<file path="config.mk">
export PLATFORM = sky130hd
export DESIGN_NAME = syn_i2s_dac_tx
export DESIGN_NICKNAME = d
export VERILOG_FILES = /design/src/rtl/syn_i2s_dac_tx.sv
export SDC_FILE = /design/constraint.sdc
export NUM_CORES = 1
export LEC_CHECK = 0
export BUFFER_PORTS_ARGS = -buffer_cell sky130_fd_sc_hd__buf_4
export CELL_PAD_IN_SITES_DETAIL_PLACEMENT = 0
export CELL_PAD_IN_SITES_GLOBAL_PLACEMENT = 1
export CORE_ASPECT_RATIO = 0.75
export CORE_MARGIN = 1
export CORE_UTILIZATION = 30
export CTS_CLUSTER_SIZE = 20
export DETAILED_ROUTE_END_ITERATION = 10
export GPL_ROUTABILITY_DRIVEN = 0
export PLACE_DENSITY = 0.64
export SLEW_MARGIN = 10
export SYNTH_ARGS = -nofsm -noshare
export SYNTH_HDL_FRONTEND = slang
export SYNTH_SLANG_ARGS = --single-unit
</file>
<file path="constraint.sdc">
create_clock -name acortex_clk -period 5.4 [get_ports acortex_clk]
set_input_delay 1.08 -clock acortex_clk [delete_from_list [all_inputs] [get_ports acortex_clk]]
set_output_delay 1.08 -clock acortex_clk [all_outputs]
set_load 0.02 [all_outputs]
</file>
<file path="src/rtl/syn_i2s_dac_tx.sv">
// I2S master transmitter for the WM8731 DAC: one-entry PCM holding buffer, BCLK/LRC generation, MSB-first serialiser.
// Optional underrun counter (dac_underrun_cnt / dac_underrun_clr) enabled by defining SYN_I2S_DAC_UNDERRUN_CNT_EN.
module syn_i2s_dac_tx #(
    parameter int DATA_W   = 16,
    parameter int SLOT_W   = 32,
    parameter int BCLK_DIV = 8
) (
    input  logic                acortex_clk,
    input  logic                acortex_rst,
    input  logic                dac_en,
    input  logic                pcm_valid,
    output logic                pcm_rdy,
    input  logic [2*DATA_W-1:0] pcm_data,
    output logic                AUD_BCLK,
    output logic                AUD_DACLRCK,
    output logic                AUD_DACDAT,
    output logic                dac_underrun
`ifdef SYN_I2S_DAC_UNDERRUN_CNT_EN
    ,
    input  logic                dac_underrun_clr,
    output logic [15:0]         dac_underrun_cnt
`endif
);

    localparam int FRAME_W = 2 * SLOT_W;
    localparam int BIT_W   = $clog2(FRAME_W);
    localparam int DIV_W   = $clog2(BCLK_DIV);
    localparam logic [DIV_W-1:0] DIV_TC    = DIV_W'(BCLK_DIV - 1);
    localparam logic [BIT_W-1:0] BIT_TC    = BIT_W'(FRAME_W - 1);
    localparam logic [BIT_W-1:0] BIT_RSLOT = BIT_W'(SLOT_W);

    // ST_IDLE: pins parked | ST_START: running, first fall starts a frame | ST_RUN: framing on bit_cnt
    typedef enum logic [1:0] {
        ST_IDLE,
        ST_START,
        ST_RUN
    } state_t;

    state_t              state_q, state_d;
    logic [DIV_W-1:0]    div_cnt_q, div_cnt_d;
    logic [BIT_W-1:0]    bit_cnt_q, bit_cnt_d;
    logic                bclk_q, bclk_d;
    logic                lrc_q, lrc_d;
    logic                dat_q, dat_d;
    logic                underrun_q, underrun_d;
    logic [2*DATA_W-1:0] buf_q, buf_d;
    logic                buf_full_q, buf_full_d;
    logic [DATA_W-1:0]   right_q, right_d;
    logic [DATA_W-1:0]   shift_q, shift_d;
    logic [BIT_W-1:0]    bit_nxt;
    logic                accept;
    logic                tick;

    assign pcm_rdy      = ~buf_full_q & ~acortex_rst;
    assign accept       = pcm_valid & pcm_rdy;
    assign tick         = (div_cnt_q == DIV_TC);
    assign bit_nxt      = bit_cnt_q + 1'b1;

    assign AUD_BCLK     = bclk_q;
    assign AUD_DACLRCK  = lrc_q;
    assign AUD_DACDAT   = dat_q;
    assign dac_underrun = underrun_q;

    always_comb begin
        state_d    = state_q;
        div_cnt_d  = div_cnt_q;
        bit_cnt_d  = bit_cnt_q;
        bclk_d     = bclk_q;
        lrc_d      = lrc_q;
        dat_d      = dat_q;
        underrun_d = 1'b0;
        buf_d      = buf_q;
        buf_full_d = buf_full_q;
        right_d    = right_q;
        shift_d    = shift_q;

        // accept is only possible while empty, so it never collides with a buffer load below
        if (accept) begin
            buf_d      = pcm_data;
            buf_full_d = 1'b1;
        end

        if (!dac_en) begin
            state_d   = ST_IDLE;
            div_cnt_d = '0;
            bit_cnt_d = '0;
            bclk_d    = 1'b0;
            lrc_d     = 1'b1;
            dat_d     = 1'b0;
            shift_d   = '0;
        end else begin
            if (state_q == ST_IDLE) begin
                state_d = ST_START;
            end
            if (tick) begin
                div_cnt_d = '0;
                bclk_d    = ~bclk_q;
                if (bclk_q) begin
                    if (state_q == ST_START || bit_cnt_q == BIT_TC) begin
                        state_d   = ST_RUN;
                        bit_cnt_d = '0;
                        lrc_d     = 1'b0;
                        dat_d     = 1'b0;
                        if (buf_full_q) begin
                            shift_d    = buf_q[2*DATA_W-1:DATA_W];
                            right_d    = buf_q[DATA_W-1:0];
                            buf_full_d = 1'b0;
                        end else begin
                            shift_d    = '0;
                            right_d    = '0;
                            underrun_d = 1'b1;
                        end
                    end else begin
                        bit_cnt_d = bit_nxt;
                        if (bit_nxt == BIT_RSLOT) begin
                            // right slot begins with its own delay bit
                            lrc_d   = 1'b1;
                            dat_d   = 1'b0;
                            shift_d = right_q;
                        end else begin
                            dat_d   = shift_q[DATA_W-1];
                            shift_d = {shift_q[DATA_W-2:0], 1'b0};
                        end
                    end
                end
            end else begin
                div_cnt_d = div_cnt_q + 1'b1;
            end
        end
    end

    always_ff @(posedge acortex_clk) begin
        if (acortex_rst) begin
            state_q    <= ST_IDLE;
            div_cnt_q  <= '0;
            bit_cnt_q  <= '0;
            bclk_q     <= 1'b0;
            lrc_q      <= 1'b1;
            dat_q      <= 1'b0;
            underrun_q <= 1'b0;
            buf_q      <= '0;
            buf_full_q <= 1'b0;
            right_q    <= '0;
            shift_q    <= '0;
        end else begin
            state_q    <= state_d;
            div_cnt_q  <= div_cnt_d;
            bit_cnt_q  <= bit_cnt_d;
            bclk_q     <= bclk_d;
            lrc_q      <= lrc_d;
            dat_q      <= dat_d;
            underrun_q <= underrun_d;
            buf_q      <= buf_d;
            buf_full_q <= buf_full_d;
            right_q    <= right_d;
            shift_q    <= shift_d;
        end
    end

`ifdef SYN_I2S_DAC_UNDERRUN_CNT_EN
    logic [15:0] ur_cnt_q, ur_cnt_d;

    // clear wins over a coincident pulse; count saturates
    always_comb begin
        ur_cnt_d = ur_cnt_q;
        if (dac_underrun_clr) begin
            ur_cnt_d = '0;
        end else if (underrun_q && (ur_cnt_q != 16'hFFFF)) begin
            ur_cnt_d = ur_cnt_q + 16'd1;
        end
    end

    always_ff @(posedge acortex_clk) begin
        if (acortex_rst) begin
            ur_cnt_q <= '0;
        end else begin
            ur_cnt_q <= ur_cnt_d;
        end
    end

    assign dac_underrun_cnt = ur_cnt_q;
`else
    // underrun counter not built
`endif

endmodule
</file>
# Yosys cells after proc, flatten, opt, wreduce, memory -nomap -nowiden

Cells that the tools add are included.

Register bits after elaboration: 80
Bits of input ports: 36
Output and inout port bits: 5
Word-level logic and storage cells: 54

Add/subtract/negate cells: 2
Equality and inequality tests: 4
Multiplexer cells: 20
Bitwise gates (word level): 8
Reduce and logical (&&, ||, !) cells: 9

Operators with widths:

| operator                                            | number |
|---|---|
| two-way mux 16 bit                                  | 4 |
| equality test 6 bit, second input constant          | 2 |
| two-way mux 1 bit                                   | 11 |
| two-way mux 2 bit                                   | 4 |
| adder 6 x 1 -> 6 bit, second input constant         | 1 |
| two-way mux 6 bit                                   | 1 |
| inverter 1 bit                                      | 6 |
| OR reduction 5 bit                                  | 1 |
| AND reduction 4 bit                                 | 1 |
| adder 3 x 1 -> 3 bit, second input constant         | 1 |
| equality test 3 bit, second input constant          | 1 |
| AND reduction 3 bit                                 | 1 |
| OR reduction 3 bit                                  | 1 |
| bitwise AND 1 bit                                   | 2 |
| equality test 2 x 1 -> 1 bit, second input constant | 1 |
| logical NOT 2 bit                                   | 1 |
| AND reduction 2 bit                                 | 1 |
| nonzero test 2 bit                                  | 1 |
| OR reduction 2 bit                                  | 1 |
| logical OR 1 bit                                    | 1 |

# Logic depth before layout (Yosys ltp)

Depth after elaboration: 9
Gate-level depth with buffers: 8
Mapped depth without buffers: 6

# Worst setup path before layout

OpenSTA, ideal clock, no wires.

Path kind: input to output
Start: input acortex_rst
End: output pcm_rdy
Arrival: 1.379 ns
Data required time: 4.320 ns
Path slack: 2.941 ns
Cell stages on the path: 1
Path buffers: 0
Cells stage by stage: nor2_1

Cells in the longest elaborated chain, start to end: 2

Ends and longest elaborated chain:

| item              | RTL line | RTL |
|---|---|---|
| start, declared   | 9        | `input logic acortex_rst,` |
| inverter 1 bit    | 54       | `assign pcm_rdy = ~buf_full_q & ~acortex_rst;` |
| bitwise AND 1 bit | 54       |  |
| end, declared     | 12       | `output logic pcm_rdy,` |

No other way between the ends.

# Worst setup path in the final report

Same ends and word-level chain as after synthesis.

==> results summary <==
The number of synthesized register bits came out at 80. The largest clock skew in the final design is 0.005156 ns. The switching power came out at 291.9 uW. The critical path's most frequent cell is sky130_fd_sc_hd__buf_4. The transition at the pin with the smallest max-transition slack is between 1 and 1.5 ns.

Synthesis handed over a netlist of 420 instances. The max capacitance violation total is 0. The count of hold-fix buffers inserted at cts came out at 0. Summed over all layers, the global routing overflow is 0. The number of gates resized after CTS is 0. The number of antenna violations at the first check in global routing is 0. In this run the cell area of the synthesized design comes to 0.003923 mm2.

The initial standard-cell utilization of the core is 0.3132. The analysis attributes to cell leakage a power of 0.001662 uW. IR analysis of the VDD net gives a maximum drop of around 0.14 mV. For this design, the slowest cell found on the critical path is sky130_fd_sc_hd__buf_4.

STA classifies the critical path startpoint as an input pin. The via count of the first global-routing pass was 2,755. In this run the mean area of a mapped cell was 9.339 um2. Compared with the post-synthesis result, the final layout area differs by 14.51%. The CTS H-tree depth is 3.

The die area came out at 0.01354 mm2. The number of buffers on the longest clock path is 2. Counting flops with an async set or reset pin after synthesis yields a share of 0. The number of max-slew violations in the final report is 0.

Once layout is complete, the utilization of the core stands at 0.3586. The design internal power is 1064 uW. TritonCTS created 9 clock buffers. Once detail routing completed, the nets flagged for antenna violations numbered 0. The pre-CTS setup slack is 2.381 ns. The number of flops mapped to enable cells by yosys is 0.

The die extent in x is between 100 and 150 um. The kind of critical path is in -> out. The setup TNS after final layout came out at 0 ns.

The peak clock frequency supported by timing came out at roughly 350 MHz. The die boundary height is just over 100 um. sky130_fd_sc_hd__dfxtp_1 takes more of the synthesized area than any other cell. Fill cells in the final layout number 1,311. The arrival time of data at the critical path endpoint came out at 1.78 ns. After clock tree synthesis, the clock-pin slew on the worst setup and hold paths is 0.06 ns. Counting every sink on the clock net gives 80. In this run the clock root is driven by a sky130_fd_sc_hd__clkbuf_16. The wire length of the first global-routing pass is roughly 15,000 um. Along the worst path, the maximum fanout reaches around 70. The detailed-routing iteration count for the pre-antenna-repair pass came out at 4. Walking the worst path, the cells encountered are buf_4 > nor2_1 > buf_4. The max-slew headroom at the worst pin is 0.3209. The minimum period implied by the final worst setup slack is 2.864 ns. The post-detailed-routing wire length is around 9200 um.

The repair_antennas step left the layout with diodes totalling 0. The standard-cell row count is 35. The data required time at the worst endpoint is 4.32 ns. The combinational share of power came out at 0.059. The number of port buffers is 40. The unique cell type count in the Yosys netlist came out at 44. The total count of hold-check failures in the final report is 0. Entering global routing, the biggest net connects 70 pins. After detailed routing, the number of vias per cell comes to 5.067. The part of the cycle the worst path needs is 0.5305. The worst setup path is captured at an output port. The global-route usage over all layers is 0.1402. The share of total power dissipated in sequential elements is 0.456. The proportion of synthesized chip area in sequential cells is 0.4083.

By area the synthesized netlist is led by sky130_fd_sc_hd__dfxtp_1 (41%), sky130_fd_sc_hd__nand2b_1 (7.8%), sky130_fd_sc_hd__o21ai_0 (4.6%). The routed layout has 3,045 vias. For this run, the post-layout net count is roughly 470.

The post-synth net total came out at 459. The tightest min-delay check is of the reg -> reg type. The Yosys step of the flow raised 0 warnings. Setup repair after global routing left no endpoint under its margin. The flow ran to the end, and the final reports show no timing, DRC or antenna violations. The final routed DRC violation total came out at 0. The clock share of power is 0.485.

Once the clock tree was built, the setup fixing pass inserted 0 buffers. In the final layout, the share of cells above drive strength 1 is 0.1839. The top-area cell type share of the netlist area is 0.4083. The final setup slack of the worst path is 2.536 ns. The number of I/O pins is 41. The standard cell core area came out at around 0.013 mm2. The total setup violations reported at the end of the flow came out at 0. The biggest cell delay along the critical path is 0.41 ns. The total power per unit cell area came out at 301.9 mW/mm2. Sorting the synthesized cells by how often they occur yields sky130_fd_sc_hd__dfxtp_1 (80), sky130_fd_sc_hd__nand2b_1 (49), sky130_fd_sc_hd__nand2_1 (40). For the worst-skew pair, the clock arrives at the later sink with an insertion delay of 0.33 ns. TritonCTS built the clock tree. The half-perimeter wire length after detailed placement is about 5700 um. The most repeated cell in the gate-level netlist after synthesis is sky130_fd_sc_hd__dfxtp_1. In the synthesized netlist the dominant register cell turns out to be sky130_fd_sc_hd__dfxtp_1.

In the final routed layout, each cell accounts on average for 15.31 um. The initial DRC count came out at ~140. Of the total power, the share spent switching nets is 0.2152.
registers in the layout, summed over array words and instances (netlist names):
register / flops
state_q: 2
div_cnt_q: 3
AUD_DACLRCK: 1
buf_full_q: 1
dac_underrun: 1
AUD_DACDAT: 1
right_q: 16
buf_q: 32
bit_cnt_q: 6
AUD_BCLK: 1
shift_q: 16
placed cells by master (no fill, tap or decap), types with 6 or more instances in the layout:
cell,n
sky130_fd_sc_hd__o21a_1,16
sky130_fd_sc_hd__clkbuf_16,9
sky130_fd_sc_hd__o21ai_0,36
sky130_fd_sc_hd__dfxtp_1,80
sky130_fd_sc_hd__buf_4,41
sky130_fd_sc_hd__and3_1,10
sky130_fd_sc_hd__and3_2,7
sky130_fd_sc_hd__a41oi_1,15
sky130_fd_sc_hd__nand2b_1,49
sky130_fd_sc_hd__o211ai_1,6
sky130_fd_sc_hd__nand2_1,40
sky130_fd_sc_hd__o2111ai_1,16
sky130_fd_sc_hd__nand3b_1,16
sky130_fd_sc_hd__nor2_1,7
sky130_fd_sc_hd__nand3_1,18
sky130_fd_sc_hd__mux2i_1,17
sky130_fd_sc_hd__o211ai_2,10
power groups by stage:
stage	registers (uW)	logic [uW]	clock network, uW
2_1_floorplan	628	52.3	0
3_3_place_gp	632	79.0	0
3_5_place_dp	632	80.2	0
4_1_cts	619	80.5	674
5_1_grt	621	89.5	701
6_report	619	80.2	657
layer usage:
layer,GRT usage,vias up,wire (um)
met5,0,-,0
met4,0.04494,0,91
met3,0.03670,7,320
met2,0.1933,51,3850
met1,0.2078,1441,4938
li1,-,1546,-
layout make-up:
| cell class | instances | area (um2) | share of cell area |
|---|---|---|---|
| clock buffers | 12 | 246.5 | 0.05487 |
| clock inverters | 4 | 76.32 | 0.01699 |
| multi-input cells | 298 | 2052 | 0.4568 |
| flip-flops and latches | 80 | 1602 | 0.3565 |
| well taps | 166 | 207.7 | 0.04624 |
| repair buffers | 41 | 307.8 | 0.06852 |
stage by stage:
stage | std cells | instance area, um2 | hold slack, ns | total power [uW]
finish | 601 | 4492 | 0.4382 | 1356
CTS | 601 | 4487 | 0.4506 | 1373
global placement | 585 | 4164 | 0.4139 | 710.5
detailed placement | 585 | 4164 | 0.4415 | 712.1
floorplan | 420 | 3923 | 0.4043 | 680.2
global route | 601 | 4492 | 0.4771 | 1411
cell families (layout without fill, tap and decap cells):
| logic type | count (synthesis) | after routing | share of synthesized area |
|---|---|---|---|
| buffers and inverters | 42 | 57 | 0.07081 |
| adders and majority gates | 3 | 3 | 0.009570 |
| and+or+nand+nor | 164 | 164 | 0.2383 |
| xor gates and xnor gates | 1 | 1 | 0.002233 |
| muxes | 18 | 18 | 0.04912 |
| AOI/OAI and AO/OA | 112 | 112 | 0.2217 |
| DFF | 80 | 80 | 0.4083 |
worst paths after layout:
kind                  endpoint  slack, ns  cells after the start    startpoint
setup / recovery       pcm_rdy       2.54                      3   acortex_rst
hold reg to reg   div_cnt_q[0]       0.44                      1  div_cnt_q[0]
hold / removal    div_cnt_q[0]       0.44                      1  div_cnt_q[0]
setup reg to reg    right_q[8]       2.67                      5  div_cnt_q[0]
worst max-delay path, delay by kind of cell:
| kind | cells | cell delay [ns] |
|---|---|---|
| AND/OR/NAND/NOR | 1 | 0.10 |
| buffers and inverters | 2 | 0.59 |
(Power assumes the default switching activity.)
